`config.mk`:
```
export PLATFORM = sky130hd
export DESIGN_NAME = anchor_clkmon
export DESIGN_NICKNAME = d
export VERILOG_FILES = /design/src/rtl/anchor_clkmon.sv
export SDC_FILE = /design/constraint.sdc
export NUM_CORES = 1
export LEC_CHECK = 0
export ABC_AREA = 1
export BUFFER_PORTS_ARGS = -buffer_cell sky130_fd_sc_hd__buf_2
export CAP_MARGIN = 20
export CORE_ASPECT_RATIO = 1.5
export CORE_MARGIN = 2
export CORE_UTILIZATION = 30
export CTS_CLUSTER_SIZE = 25
export DETAILED_ROUTE_END_ITERATION = 10
export SETUP_SLACK_MARGIN = 0.05
export SLEW_MARGIN = 20
export SYNTH_ARGS = -nofsm -noshare
export SYNTH_HDL_FRONTEND = slang
export SYNTH_SLANG_ARGS = --single-unit
export TNS_END_PERCENT = 10
```
`constraint.sdc`:
```
create_clock -name m_clk -period 1.8 [get_ports m_clk]
set_input_delay 0.18 -clock m_clk [delete_from_list [all_inputs] [get_ports m_clk]]
set_output_delay 0.18 -clock m_clk [all_outputs]
set_load 0.02 [all_outputs]
```
`src/rtl/anchor_clkmon.sv`:
```
// anchor_clkmon: frequency monitor for the anchor data clock.
// Counts both edges of a divided toggle from the d_clk domain over a fixed
// m_clk gate window, range-checks the count and debounces it into clk_ok
// plus a sticky fault flag.
module anchor_clkmon #(
    parameter int GATE_CYCLES = 100000,
    parameter int CNT_W       = 20,
    parameter int CNT_MIN     = 15200,
    parameter int CNT_MAX     = 15520,
    parameter int OK_LIMIT    = 4,
    parameter int FAIL_LIMIT  = 2
) (
    input  logic             m_clk,
    input  logic             reset,
    input  logic             en,
    input  logic             tgl_in,
    input  logic             clr_fault,
    output logic [CNT_W-1:0] meas_cnt,
    output logic             meas_valid,
    output logic             in_range,
    output logic             clk_ok,
    output logic             fault_sticky
);

    localparam int PH_W   = $clog2(GATE_CYCLES + 1);
    localparam int OK_W   = $clog2(OK_LIMIT + 1);
    localparam int FAIL_W = $clog2(FAIL_LIMIT + 1);

    localparam logic [PH_W-1:0]   ARM_LAST  = PH_W'(2);
    localparam logic [PH_W-1:0]   MEAS_LAST = PH_W'(GATE_CYCLES - 1);
    localparam logic [CNT_W-1:0]  CNT_SAT   = {CNT_W{1'b1}};
    localparam logic [CNT_W-1:0]  CNT_LO    = CNT_W'(CNT_MIN);
    localparam logic [CNT_W-1:0]  CNT_HI    = CNT_W'(CNT_MAX);
    localparam logic [OK_W-1:0]   OK_MAX    = OK_W'(OK_LIMIT);
    localparam logic [FAIL_W-1:0] FAIL_MAX  = FAIL_W'(FAIL_LIMIT);

    typedef enum logic [1:0] {
        ST_IDLE    = 2'd0,
        ST_ARM     = 2'd1,
        ST_MEASURE = 2'd2,
        ST_REPORT  = 2'd3
    } state_t;

    state_t              state_r;
    state_t              state_nxt_s;
    logic [PH_W-1:0]     phase_r;
    logic                sync1_r;
    logic                sync2_r;
    logic                dly_r;
    logic                edge_s;
    logic [CNT_W-1:0]    cnt_r;
    logic [OK_W-1:0]     ok_run_r;
    logic [OK_W-1:0]     ok_nxt_s;
    logic [FAIL_W-1:0]   fail_run_r;
    logic [FAIL_W-1:0]   fail_nxt_s;
    logic                win_ok_s;
    logic                report_s;
    logic                fall_s;

    // Inclusive acceptance window check on a completed count.
    function automatic logic range_ok(input logic [CNT_W-1:0] c);
        return (c >= CNT_LO) && (c <= CNT_HI);
    endfunction

    // Two-stage synchronizer for the asynchronous toggle plus the edge-compare register.
    always_ff @(posedge m_clk) begin
        if (reset) begin
            sync1_r <= 1'b0;
            sync2_r <= 1'b0;
            dly_r   <= 1'b0;
        end else begin
            sync1_r <= tgl_in;
            sync2_r <= sync1_r;
            dly_r   <= sync2_r;
        end
    end

    // Any difference between synchronized and delayed level is one transition.
    assign edge_s = sync2_r ^ dly_r;

    // FSM state register.
    always_ff @(posedge m_clk) begin
        if (reset) begin
            state_r <= ST_IDLE;
        end else begin
            state_r <= state_nxt_s;
        end
    end

    // FSM next-state: dropping en always returns to IDLE on the next edge.
    always_comb begin
        state_nxt_s = state_r;
        if (!en) begin
            state_nxt_s = ST_IDLE;
        end else begin
            case (state_r)
                ST_IDLE:    state_nxt_s = ST_ARM;
                ST_ARM:     state_nxt_s = (phase_r == ARM_LAST) ? ST_MEASURE : ST_ARM;
                ST_MEASURE: state_nxt_s = (phase_r == MEAS_LAST) ? ST_REPORT : ST_MEASURE;
                ST_REPORT:  state_nxt_s = ST_MEASURE;
                default:    state_nxt_s = ST_IDLE;
            endcase
        end
    end

    // Phase counter times ARM and MEASURE; restarts on every state change.
    always_ff @(posedge m_clk) begin
        if (reset) begin
            phase_r <= {PH_W{1'b0}};
        end else if ((state_r == ST_IDLE) || (state_nxt_s != state_r)) begin
            phase_r <= {PH_W{1'b0}};
        end else begin
            phase_r <= phase_r + PH_W'(1);
        end
    end

    // Transition counter: counts only in MEASURE, saturates, and is cleared elsewhere
    // so an edge seen during REPORT is dropped.
    always_ff @(posedge m_clk) begin
        if (reset) begin
            cnt_r <= {CNT_W{1'b0}};
        end else if (state_r == ST_MEASURE) begin
            if (edge_s && (cnt_r != CNT_SAT)) begin
                cnt_r <= cnt_r + CNT_W'(1);
            end else begin
                cnt_r <= cnt_r;
            end
        end else begin
            cnt_r <= {CNT_W{1'b0}};
        end
    end

    // Debounce run counters as they would be after this window's verdict.
    always_comb begin
        win_ok_s   = range_ok(cnt_r);
        ok_nxt_s   = ok_run_r;
        fail_nxt_s = fail_run_r;
        if (win_ok_s) begin
            fail_nxt_s = {FAIL_W{1'b0}};
            ok_nxt_s   = (ok_run_r == OK_MAX) ? ok_run_r : ok_run_r + OK_W'(1);
        end else begin
            ok_nxt_s   = {OK_W{1'b0}};
            fail_nxt_s = (fail_run_r == FAIL_MAX) ? fail_run_r : fail_run_r + FAIL_W'(1);
        end
    end

    assign report_s = en && (state_r == ST_REPORT);
    assign fall_s   = report_s && clk_ok && !win_ok_s && (fail_nxt_s == FAIL_MAX);

    // Window result, valid pulse and debounced status; IDLE forgets clk_ok history.
    always_ff @(posedge m_clk) begin
        if (reset) begin
            meas_cnt   <= {CNT_W{1'b0}};
            meas_valid <= 1'b0;
            in_range   <= 1'b0;
            clk_ok     <= 1'b0;
            ok_run_r   <= {OK_W{1'b0}};
            fail_run_r <= {FAIL_W{1'b0}};
        end else if (!en || (state_r == ST_IDLE)) begin
            meas_valid <= 1'b0;
            clk_ok     <= 1'b0;
            ok_run_r   <= {OK_W{1'b0}};
            fail_run_r <= {FAIL_W{1'b0}};
        end else if (report_s) begin
            meas_cnt   <= cnt_r;
            in_range   <= win_ok_s;
            meas_valid <= 1'b1;
            ok_run_r   <= ok_nxt_s;
            fail_run_r <= fail_nxt_s;
            if (ok_nxt_s == OK_MAX) begin
                clk_ok <= 1'b1;
            end else if (fail_nxt_s == FAIL_MAX) begin
                clk_ok <= 1'b0;
            end else begin
                clk_ok <= clk_ok;
            end
        end else begin
            meas_valid <= 1'b0;
        end
    end

    // Sticky fault: set by a debounced clk_ok fall, which wins over a same-cycle clear.
    always_ff @(posedge m_clk) begin
        if (reset) begin
            fault_sticky <= 1'b0;
        end else if (fall_s) begin
            fault_sticky <= 1'b1;
        end else if (clr_fault) begin
            fault_sticky <= 1'b0;
        end else begin
            fault_sticky <= fault_sticky;
        end
    end

endmodule
```
==> flow_summary.ini <==
[routing]
drtIter0Drc = 153
dr.pass1.iters = 4
wl_per_cell_um = 11.8
via_count = 3190
wl_mm = 8.34
drt_drc_violations_left = 0
ant_nets = 0
drt-vias-per-instance = 4.53

[setup_path]
timing.critical_path.max_delay_family = simple AND/OR/NAND/NOR gates
worstSetupStartpointType = flip-flop
timing.critical_path.cells = inv_2 > nor3_4 > nand2_2 > nor2_4 > nand2_2 > nand2_4 > buf_4 > nand2_1 > a21oi_1
regToRegEndpoint = cnt_r[13]
slowest_stage = dfxtp_1
setup.worst_path.end_class = flip-flop
critPathRequiredTime_ns = 2.05
r2r_setup_slack_ns = 0.16
crit_buf_inv = 2
cp_most_frequent_cell = nand2_2
crit_type = reg2reg
critical_path.reg2reg.startpoint = cnt_r[3]
critical_path_arrival_ns = 1.88
path_max_fanout = 8
worst_r2r_path_depth = 9
cpPeakStageDelay_ns = 0.44

[cts]
worst_skew_pair.late_latency_ns = 0.34
h-tree-depth = 3
cts_inserted_buffers = 9
cts_tree = done
clk_transition_reported_paths_ns = 0.05
cts-root-to-sink-buffers = 2
clockRootBuffer = clkbuf_16
tritoncts_num_sinks = 71
hold_buffers = 0

[power]
power_density_nw_per_um2 = 809
vdd.ir_drop.worst_uv = 438
p_leak_nw = 1.57
design_power_mw = 3.43

[timing]
fin_worst_skew_ns = 0.00648
maxClockFrequency_mhz = 611
hold_violations = 0
setup_violations = 0
period_share_pct = 90.9
period_minus_slack_ns = 1.64
slew_headroom_pct = 61.0
slew_viol_final = 0
tns_ns = 0
grt_setup_unrepaired = true
worst-slew-pin-transition_ns = 0.584

[die]
die_width_um = 91.8
row_count = 48
start_util_pct = 30.4
core_um2 = 11400
floorplan.io_pins = 29
total_die_area_um2 = 12500
die_extent_in_y_um = 136

[placement]
place.port_buffers = 28
gpl.final_weighted_congestion = 0.871
post-dp-hpwl_mm = 6.24
placed_cell_area_um2 = 3890
place.detailed.instances = 687

[cells_and_area]
n_antenna_cell = 0
stdcell_count = 704
finish.instance_area_um2 = 4240
nNetsFinal = 561
layout-drive-gt1-share_pct = 17.1
layout-area-overhead-vs-synth_pct = 22.1

[min_path]
worst_hold_launch = tgl_in
timing.hold.worst_endpoint = sync1_r
holdCritPathClass = in2reg
whs_path_depth = 3

[grt]
gr-total-overflow = 0
first_global_vias = 3067
grt_start_max_net_pins = 23
antenna_found_initial = 0
track_usage_pct = 14.2
grt_first_pass_wirelength_mm = 14.1

[synthesis]
syn_area_um2 = 3470
synthFlopType = dfxtp_1
count_of_mapped_cells_out_of_synthesis = 505
async_flop_share_pct = 0
syn_avg_cell_area_um2 = 6.88
synth.net_count = 517
yosysUniqueCellTypes = 27
part_of_the_yosys_area_used_for_sequential_elements_pct = 40.9
synthesis.yosys.warnings = 0
synth.area.top_cells = dfxtp_1 41%, nand2_1 15%, nor2_1 8.0%, a21oi_1 6.8%, xor2_1 6.3%
postSynthRegisterBits = 71
synthDominantCellAreaShare_pct = 40.9
number_of_enable_type_register_cells_in_the_synthesized_netlist = 0
synth_top_area_cell = dfxtp_1

[flow_run]
max_cap_viol_count = 0

[outcome]
outcome = complete, no violations
[cell type report]
class / instances / area (um^2)
Inverter: 59 / 226
Fill cell: 1240 / 7170
Timing Repair Buffer: 47 / 308
Multi-Input combinational cell: 361 / 1780
Sequential cell: 71 / 1440
Clock inverter: 5 / 57.6
Tap cell: 150 / 188
Clock buffer: 11 / 243
[kinds of logic (layout without fill, tap and decap cells)]
group / Yosys count / after routing / share of synthesized area (%)
compound gates: 60 / 60 / 8.83
xor+xnor: 29 / 29 / 7.32
fa+ha+maj: 7 / 7 / 2.52
buf+inv: 73 / 122 / 8.61
flops: 71 / 71 / 40.9
simple gates: 265 / 265 / 31.8
[metal layers]
layer | part of all wire, % | GRT usage (%) | routed length (um) | vias up
li1 | - | - | - | 1664
met2 | 49 | 24.3 | 4120 | 58
met5 | 0 | 0 | 0 | -
met4 | 3.0 | 7.21 | 253 | 0
met1 | 43 | 16.4 | 3630 | 1452
met3 | 4.1 | 3.67 | 340 | 16
[stage by stage]
stage               util (%)  worst slack [ns]  hold slack (ns)
floorplan                  -            0.0539            0.287
global placement        34.1             0.126            0.394
detailed placement      34.1            0.0384            0.399
CTS                     36.8            0.0748           0.0608
global route            37.1            0.0214           0.0615
finish                  37.1             0.164           0.0561
[what timing repair did]
item,in CTS,in global routing
setup endpoints to repair,1,40
buffers inserted,0,1
pin swaps,0,1
resized for setup,1,19
[Yosys cell counts, types with 6 or more instances]
cell,count
ha_1,7
dfxtp_1,71
a21oi_1,47
nor3_1,13
o21ai_0,11
buf_2,6
xor2_1,25
nand3_1,26
nand2_1,138
clkbuf_1,6
nor2_1,74
inv_1,54
[how the worst max path moves through the flow]
stage	startpoint	to	cells after the start
after floorplan	cnt_r[0]	cnt_r[15]	11
after global placement	cnt_r[0]	cnt_r[13]	8
after detailed placement	cnt_r[0]	cnt_r[13]	8
after CTS	phase_r[0]	phase_r[16]	8
after global routing	phase_r[1]	phase_r[0]	10
final	cnt_r[3]	cnt_r[13]	9
[where the power goes]
group | switching (mW) | internal [mW] | leakage, nW
Clock | 0.671 | 1.11 | 0.138
Sequential | 0.00304 | 1.58 | 0.579
Combinational | 0.0490 | 0.0245 | 0.853
Total | 0.723 | 2.71 | 1.57
[layout by cell type, fill, tap and decap left out, types with 6 or more instances in the layout]
master,synthesis,layout
nor2_1,74,71
a21oi_1,47,47
o21ai_0,11,11
nand2_1,138,138
inv_1,54,54
clkbuf_16,0,9
dfxtp_2,0,11
dfxtp_1,71,59
xor2_1,25,25
buf_2,6,28
nor3_1,13,10
buf_4,0,17
nand3_1,26,26
ha_1,7,6
[tightest hold or removal path: stages]
cell,delay [ns]
buf_2,0.07
inv_1,0.03
nor2_1,0.07
[flip-flops by register name (all words and copies together) (netlist names)]
name	cells
cnt_r	20
meas_cnt	20
phase_r	17
ok_run_r	3
fail_run_r	2
state_r	2
clk_ok	1
dly_r	1
fault_sticky	1
in_range	1
meas_valid	1
sync1_r	1
sync2_r	1
Power figures use the tool's default switching activity.
